`src/rtl/sum_accum_pkg.sv`:
```
// Shared types and helpers for the accumulating bin memory.
// Holds the FSM state encoding and a width-generic saturating adder.
package sum_accum_pkg;

    typedef enum logic {
        CLEAR = 1'b0,
        RUN   = 1'b1
    } state_t;

    // Widest bin sum the saturating adder supports.
    localparam int SAT_MAX_W = 64;

    localparam logic [SAT_MAX_W:0] SAT_ONE = {{SAT_MAX_W{1'b0}}, 1'b1};

    // Adds two unsigned values and clamps the result at 2^width-1.
    // The clamped output reports whether the clamp was applied.
    function automatic logic [SAT_MAX_W-1:0] sat_add(
        input  logic [SAT_MAX_W-1:0] a,
        input  logic [SAT_MAX_W-1:0] b,
        input  int                   width,
        output logic                 clamped
    );
        logic [SAT_MAX_W:0] sum;
        logic [SAT_MAX_W:0] lim;
        sum     = {1'b0, a} + {1'b0, b};
        lim     = (SAT_ONE << width) - SAT_ONE;
        clamped = (sum > lim);
        if (clamped) begin
            sat_add = lim[SAT_MAX_W-1:0];
        end else begin
            sat_add = sum[SAT_MAX_W-1:0];
        end
    endfunction

endpackage

```
`src/rtl/sum_accum_ram.sv`:
```
// Bin storage for the accumulating memory: DEPTH x ACC_WIDTH array.
// The read-modify-write side reads the accepted bin and writes back the
// S1 or sweep value on the same edge, read-first. A second synchronous
// port serves the readout side. The array itself is never reset.
module sum_accum_ram #(
    parameter int ACC_WIDTH  = 16,
    parameter int ADDR_WIDTH = 7,
    parameter int DEPTH      = 128
) (
    input  logic                  clk,
    input  logic                  i_wr_en,
    input  logic [ADDR_WIDTH-1:0] i_wr_addr,
    input  logic [ACC_WIDTH-1:0]  i_wr_data,
    input  logic                  i_rmw_rd_en,
    input  logic [ADDR_WIDTH-1:0] i_rmw_rd_addr,
    output logic [ACC_WIDTH-1:0]  o_rmw_rd_data,
    input  logic                  i_out_rd_en,
    input  logic [ADDR_WIDTH-1:0] i_out_rd_addr,
    output logic [ACC_WIDTH-1:0]  o_out_rd_data
);

    logic [ACC_WIDTH-1:0] r_mem [DEPTH];
    logic [ACC_WIDTH-1:0] r_rmw_q;
    logic [ACC_WIDTH-1:0] r_out_q;

    // Pipeline side: write-back plus the S0 read, which sees the pre-write value.
    always_ff @(posedge clk) begin
        if (i_wr_en) begin
            r_mem[i_wr_addr] <= i_wr_data;
        end
        if (i_rmw_rd_en) begin
            r_rmw_q <= r_mem[i_rmw_rd_addr];
        end
    end

    // Readout side: holds its last value while no read is requested.
    always_ff @(posedge clk) begin
        if (i_out_rd_en) begin
            r_out_q <= r_mem[i_out_rd_addr];
        end
    end

    assign o_rmw_rd_data = r_rmw_q;
    assign o_out_rd_data = r_out_q;

endmodule

```
`src/rtl/sum_accum_sram.sv`:
```
// Accumulating bin memory: each accepted sample is added into its bin
// through a two-stage read-modify-write pipeline with S1->S0 forwarding,
// a second readout port, and a hardware clear sweep.
// Optional feature macro: SUM_ACCUM_SAT_EN selects clamping sums with a
// sticky o_sat flag; without it sums wrap and o_sat is tied low.
module sum_accum_sram
    import sum_accum_pkg::*;
#(
    parameter int DATA_WIDTH = 8,
    parameter int ACC_WIDTH  = 16,
    parameter int ADDR_WIDTH = 7,
    parameter int DEPTH      = 128
) (
    input  logic                  clk,
    input  logic                  i_rst_n,
    input  logic                  i_clear,
    output logic                  o_busy,
    input  logic                  i_acc_valid,
    output logic                  o_acc_ready,
    input  logic [ADDR_WIDTH-1:0] i_acc_addr,
    input  logic [DATA_WIDTH-1:0] i_acc_data,
    input  logic                  i_rd_en,
    input  logic [ADDR_WIDTH-1:0] i_rd_addr,
    output logic                  o_rd_valid,
    output logic [ACC_WIDTH-1:0]  o_rd_data,
    output logic                  o_sat
);

    localparam logic [ADDR_WIDTH:0]   DEPTH_EXT = (ADDR_WIDTH+1)'(DEPTH);
    localparam logic [ADDR_WIDTH-1:0] LAST_BIN  = ADDR_WIDTH'(DEPTH - 1);

    state_t                r_state;
    logic [ADDR_WIDTH-1:0] r_sweep_addr;

    logic                  r_s1_valid;
    logic [ADDR_WIDTH-1:0] r_s1_addr;
    logic [DATA_WIDTH-1:0] r_s1_data;
    logic                  r_fwd_valid;
    logic [ACC_WIDTH-1:0]  r_fwd_data;

    logic                  r_rd_valid;
    logic                  r_rd_zero;

    logic                  w_clear_start;
    logic                  w_acc_in_range;
    logic                  w_rd_in_range;
    logic                  w_s0_take;
    logic                  w_s1_hit;
    logic [ACC_WIDTH-1:0]  w_old;
    logic [ACC_WIDTH-1:0]  w_sum;
    logic                  w_wr_en;
    logic [ADDR_WIDTH-1:0] w_wr_addr;
    logic [ACC_WIDTH-1:0]  w_wr_data;
    logic [ACC_WIDTH-1:0]  w_rmw_rd_data;
    logic [ACC_WIDTH-1:0]  w_out_rd_data;

    assign o_busy      = (r_state == CLEAR);
    assign o_acc_ready = (r_state == RUN);

    // A clear only starts from RUN; requests during a sweep are ignored.
    assign w_clear_start  = (r_state == RUN) && i_clear;
    assign w_acc_in_range = ({1'b0, i_acc_addr} < DEPTH_EXT);
    assign w_rd_in_range  = ({1'b0, i_rd_addr} < DEPTH_EXT);

    // Requests accepted in the clear cycle or aimed past the last bin never enter S1.
    assign w_s0_take = i_acc_valid && o_acc_ready && w_acc_in_range && !i_clear;
    assign w_s1_hit  = r_s1_valid && (r_s1_addr == i_acc_addr);

    // The RAM read taken in S0 is stale when S1 was writing the same bin.
    assign w_old = r_fwd_valid ? r_fwd_data : w_rmw_rd_data;

`ifdef SUM_ACCUM_SAT_EN
    logic w_clamp;
    logic r_sat;

    // Clamping adder for S1; the clamped value is also what gets forwarded.
    always_comb begin
        w_clamp = 1'b0;
        w_sum   = ACC_WIDTH'(sat_add(SAT_MAX_W'(w_old), SAT_MAX_W'(r_s1_data),
                                     ACC_WIDTH, w_clamp));
    end

    // Sticky saturation flag, dropped when a sweep begins.
    always_ff @(posedge clk or negedge i_rst_n) begin
        if (!i_rst_n) begin
            r_sat <= 1'b0;
        end else if (w_clear_start) begin
            r_sat <= 1'b0;
        end else if (r_s1_valid && w_clamp) begin
            r_sat <= 1'b1;
        end
    end

    assign o_sat = r_sat;
`else
    // Wrapping adder for S1.
    always_comb begin
        w_sum = w_old + ACC_WIDTH'(r_s1_data);
    end

    assign o_sat = 1'b0;
`endif

    // Write port owner: the sweep writes zeros in CLEAR, S1 writes sums in RUN.
    always_comb begin
        w_wr_en   = 1'b0;
        w_wr_addr = r_s1_addr;
        w_wr_data = w_sum;
        if (r_state == CLEAR) begin
            w_wr_en   = 1'b1;
            w_wr_addr = r_sweep_addr;
            w_wr_data = '0;
        end else if (r_s1_valid) begin
            w_wr_en = 1'b1;
        end
    end

    // Control FSM: sweep one bin per cycle in CLEAR, then accumulate in RUN.
    always_ff @(posedge clk or negedge i_rst_n) begin
        if (!i_rst_n) begin
            r_state      <= CLEAR;
            r_sweep_addr <= '0;
        end else begin
            case (r_state)
                CLEAR: begin
                    if (r_sweep_addr == LAST_BIN) begin
                        r_state      <= RUN;
                        r_sweep_addr <= '0;
                    end else begin
                        r_sweep_addr <= r_sweep_addr + 1'b1;
                    end
                end
                RUN: begin
                    if (i_clear) begin
                        r_state      <= CLEAR;
                        r_sweep_addr <= '0;
                    end
                end
                default: begin
                    r_state      <= CLEAR;
                    r_sweep_addr <= '0;
                end
            endcase
        end
    end

    // S0 -> S1 register stage, capturing the forwarded sum on a same-bin hit.
    always_ff @(posedge clk or negedge i_rst_n) begin
        if (!i_rst_n) begin
            r_s1_valid  <= 1'b0;
            r_s1_addr   <= '0;
            r_s1_data   <= '0;
            r_fwd_valid <= 1'b0;
            r_fwd_data  <= '0;
        end else begin
            r_s1_valid <= w_s0_take;
            if (w_s0_take) begin
                r_s1_addr   <= i_acc_addr;
                r_s1_data   <= i_acc_data;
                r_fwd_valid <= w_s1_hit;
                r_fwd_data  <= w_sum;
            end
        end
    end

    // Readout handshake; out-of-range reads are remembered so they return zero.
    always_ff @(posedge clk or negedge i_rst_n) begin
        if (!i_rst_n) begin
            r_rd_valid <= 1'b0;
            r_rd_zero  <= 1'b1;
        end else begin
            r_rd_valid <= i_rd_en;
            if (i_rd_en) begin
                r_rd_zero <= !w_rd_in_range;
            end
        end
    end

    assign o_rd_valid = r_rd_valid;
    assign o_rd_data  = r_rd_zero ? '0 : w_out_rd_data;

    sum_accum_ram #(
        .ACC_WIDTH  (ACC_WIDTH),
        .ADDR_WIDTH (ADDR_WIDTH),
        .DEPTH      (DEPTH)
    ) u_ram (
        .clk           (clk),
        .i_wr_en       (w_wr_en),
        .i_wr_addr     (w_wr_addr),
        .i_wr_data     (w_wr_data),
        .i_rmw_rd_en   (w_s0_take),
        .i_rmw_rd_addr (i_acc_addr),
        .o_rmw_rd_data (w_rmw_rd_data),
        .i_out_rd_en   (i_rd_en && w_rd_in_range),
        .i_out_rd_addr (i_rd_addr),
        .o_out_rd_data (w_out_rd_data)
    );

endmodule

```
`config.mk`:
```
export PLATFORM = sky130hd
export DESIGN_NAME = sum_accum_sram
export DESIGN_NICKNAME = d
export VERILOG_FILES = /design/src/rtl/sum_accum_pkg.sv /design/src/rtl/sum_accum_ram.sv /design/src/rtl/sum_accum_sram.sv
export SDC_FILE = /design/constraint.sdc
export NUM_CORES = 2
export LEC_CHECK = 0
export CAP_MARGIN = 20
export CORE_UTILIZATION = 35
export DETAILED_ROUTE_END_ITERATION = 12
export PLACE_DENSITY = 0.49
export SYNTH_ARGS = -nofsm -noshare
export SYNTH_HDL_FRONTEND = slang
export SYNTH_SLANG_ARGS = --single-unit
```
`constraint.sdc`:
```
create_clock -name clk -period 10.93 [get_ports clk]
set_input_delay 2.186 -clock clk [delete_from_list [all_inputs] [get_ports clk]]
set_output_delay 2.186 -clock clk [all_outputs]
set_load 0.01 [all_outputs]
```
==> results_dict.tcl <==
set metrics [dict create \
    avgSynthCellArea_um2 17.5 \
    clkTransAtPathRegs_ns 0.06 \
    final_nets 5795 \
    drv_slew 0 \
    top_layer "met5" \
    yosys.area_share.adder_pct 0.134 \
    cts_buffers 235 \
    wl_um 352000 \
    synthFlopType "edfxtp_1" \
    grt_first_pass_wirelength_um 485000 \
    fin_util_pct 40.0 \
    crit_type "input pin to flip-flop" \
    layout-drive-gt1-share_pct 25.0 \
    cp-end-kind "flip-flop" \
    dp_hpwl_um 219000 \
    tightest_slew_ns 1.37 \
    pwr-share-comb_pct 11.8 \
    outcome "complete, no violations" \
    met3WireLength_um 30900 \
    gp_congestion 0.911 \
    cts-root-buf "clkbuf_16" \
    worst-endpoint-arrival_ns 7.23 \
    final_common_cell "edfxtp_1" \
    final_area_um2 112000 \
    finalHoldViolations 0 \
    ios 47 \
    internal_power_mw 14.4 \
    synthMuxAreaShare_pct 24.1 \
    p_clk_share_pct 39.5 \
    dieArea_um2 284000 \
    whs_ns 0.474 \
    cap_violations 0 \
    gr-total-overflow 0 \
    ir_drop_uv 151 \
    swShare_pct 25.9 \
    insertion_delay_ns 0.94 \
    fp.dieH_um 533 \
    postCtsHoldBufs 0 \
    initial_utilization_pct 35.3 \
    ys_seq_elements 2123 \
    leakage_nw 37.2 \
    seq_area_frac_synth_pct 64.4 \
    post_cts_resized 0 \
    placementRows 194 \
    synthXorXnorAreaFrac_pct 0.284 \
    crit_path_max_fanout 39 \
    synth_simple_gate_area_share_pct 3.31 \
    htreeDepth 4 \
    drt_first_pass_iters 6 \
    vias 59212 \
    core_um2 280000 \
    cts_tree "done" \
    final_cells 9681 \
    antenna_found_initial 29 \
    synth_compound_area_share_pct 5.74 \
    die_w_um 533 \
    m1WireLength_um 150000 \
    setup_viol 0 \
    via_per_inst 6.12 \
    synth_fp_nets 5692 \
    cts_setup_buffers 0 \
    wl_met2_um 157000 \
    track_usage_pct 24.4 \
    fin_tns_setup_ns 0 \
    post-route-period-util_pct 60.1 \
    synth_enable_flop_cells 2080 \
    area_growth_pct 13.5 \
    rsz0062_at_grt "false" \
    mostFrequentLayoutCells "2,080 x edfxtp_1, 810 x mux2i_1, 672 x mux4_2, 320 x a22oi_1, 244 x buf_4" \
    wire_per_inst_um 36.4 \
    fin_worst_skew_ns 0.0914 \
    required_ns 11.59 \
    post_synth_num_cell_types 53 \
    crit_path_start_kind "input pin" \
    async_flop_share_pct 2.03 \
    ys_warn_count 0 \
    portBuffers 45 \
    syn_inst 5655 \
    min_path_type "flip-flop to flip-flop" \
    max_freq_mhz 152 \
    drtIter0Drc 7606 \
    syn_area_um2 98700 \
    cts.sinks 2123 \
    cts_max_path_buffers 4 \
    synth_top_family_by_area "multiplexers" \
    placed_cell_area_um2 105000 \
    drc 0 \
    slew-limit-headroom_pct 8.50 \
    first_global_vias 58450 \
    grt_max_degree 129 \
    fill_cells 25147 \
    numPlacedInstances 9242 \
    seq_power_share_pct 48.7 \
    antenna_left 0 \
    fin_crit_ns 6.57 \
    powerDensity_nw_per_um2 173 \
    p_sw_mw 5.03 \
]
==> flip-flops by register name, summed over array words and instances, names as in the netlist <==
signal	cells
o_acc_ready	1
o_rd_valid	1
r_fwd_data	16
r_fwd_valid	1
r_rd_zero	1
r_s1_addr	7
r_s1_data	8
r_s1_valid	1
r_sweep_addr	7
u_ram.o_out_rd_data	16
u_ram.o_rmw_rd_data	16
u_ram.r_mem	2048
==> worst max-delay path, stage by stage <==
cell             delay (ns)
clkdlybuf4s50_1        1.06
inv_4                  0.30
buf_4                  0.48
and3_2                 0.37
buf_4                  0.33
a22o_1                 0.37
a221oi_1               0.88
a311oi_2               0.50
or4_1                  0.59
==> cells by family (layout without fill, tap and decap cells) <==
family                     after synthesis  in the layout
xor gates and xnor gates                32             32
DFF                                   2123           2123
AOI/OAI and AO/OA                      762            762
muxes                                 1527           1527
adders and majority gates               10             10
other                                    1             13
and+or+nand+nor                        716            716
buffers and inverters                  484            774
==> cells in the mapped netlist (7+ instances only) <==
cell      instances  share of area (%)
a21oi_1         105               0.53
a221oi_1        133                1.2
a22o_1           67               0.59
a22oi_1         320                2.4
a311oi_1         32               0.28
a31oi_1          33               0.21
and2_1           10              0.063
buf_1            56               0.21
buf_2           126               0.64
buf_4             9              0.068
buf_6             8              0.091
clkbuf_1        244               0.93
dfrtp_1          42                1.1
edfxtp_1       2080                 63
ha_1              9               0.11
inv_1            39               0.15
mux2_2           45               0.51
mux2i_1         810                8.2
mux4_2          672                 15
nand2_1         232               0.88
nand3_1         155               0.79
nand3b_1          7              0.053
nand4_1          38               0.24
nor2_1          194               0.74
nor2b_1          25               0.16
o21ai_0           9              0.046
o22ai_1          35               0.22
or4_1            32               0.24
xnor2_1          24               0.21
xor2_1            8              0.071
==> final cells by class <==
cell class                 instances  area, um^2  area share, %
clock inverter                   141        1140           1.02
timing repair buffer             309        2670           2.39
sequential                      2123       63500           56.7
tap                             3724        4660           4.16
clock buffer                     283        6080           5.43
antenna                           12        30.0         0.0268
multi-input combinational       3048       33800           30.2
inverter                          41         156          0.140
==> power groups by stage <==
stage          combinational [mW]  sequential, mW  clock (mW)
6_report                     2.29            9.44        7.66
5_1_grt                      2.38            9.46        8.06
3_3_place_gp                 2.26            9.60           0
2_1_floorplan                1.26            9.57           0
3_5_place_dp                 2.28            9.61           0
4_1_cts                      2.28            9.44        7.78
==> metrics by stage <==
| stage | power, mW | setup slack, ns |
|---|---|---|
| 2_1_floorplan | 10.8 | 1.36 |
| 3_3_place_gp | 11.9 | 3.04 |
| 3_5_place_dp | 11.9 | 3.44 |
| 4_1_cts | 19.5 | 4.44 |
| 5_1_grt | 19.9 | 4.37 |
| 6_report | 19.4 | 4.36 |
==> layer usage <==
metal | global-route usage (%) | up-vias
li1 | - | 23944
met1 | 34.6 | 31944
met2 | 36.8 | 2808
met3 | 5.27 | 508
met4 | 8.68 | 8
met5 | 0 | -
==> worst paths after layout <==
kind,to,slack (ns),startpoint,depth (start not counted)
worst min register to register,r_fwd_data[6],0.47,r_fwd_data[6],2
min in group asynchronous,r_fwd_data[11],1.42,i_rst_n,2
max in group asynchronous,r_fwd_data[10],8.99,i_rst_n,2
worst max register to register,u_ram.r_mem[58][14],5.94,r_fwd_valid,11
worst min-delay path,r_fwd_data[6],0.47,r_fwd_data[6],2
worst max-delay path,u_ram.o_out_rd_data[15],4.36,i_rd_addr[4],9
Power figures use the tool's default switching activity.
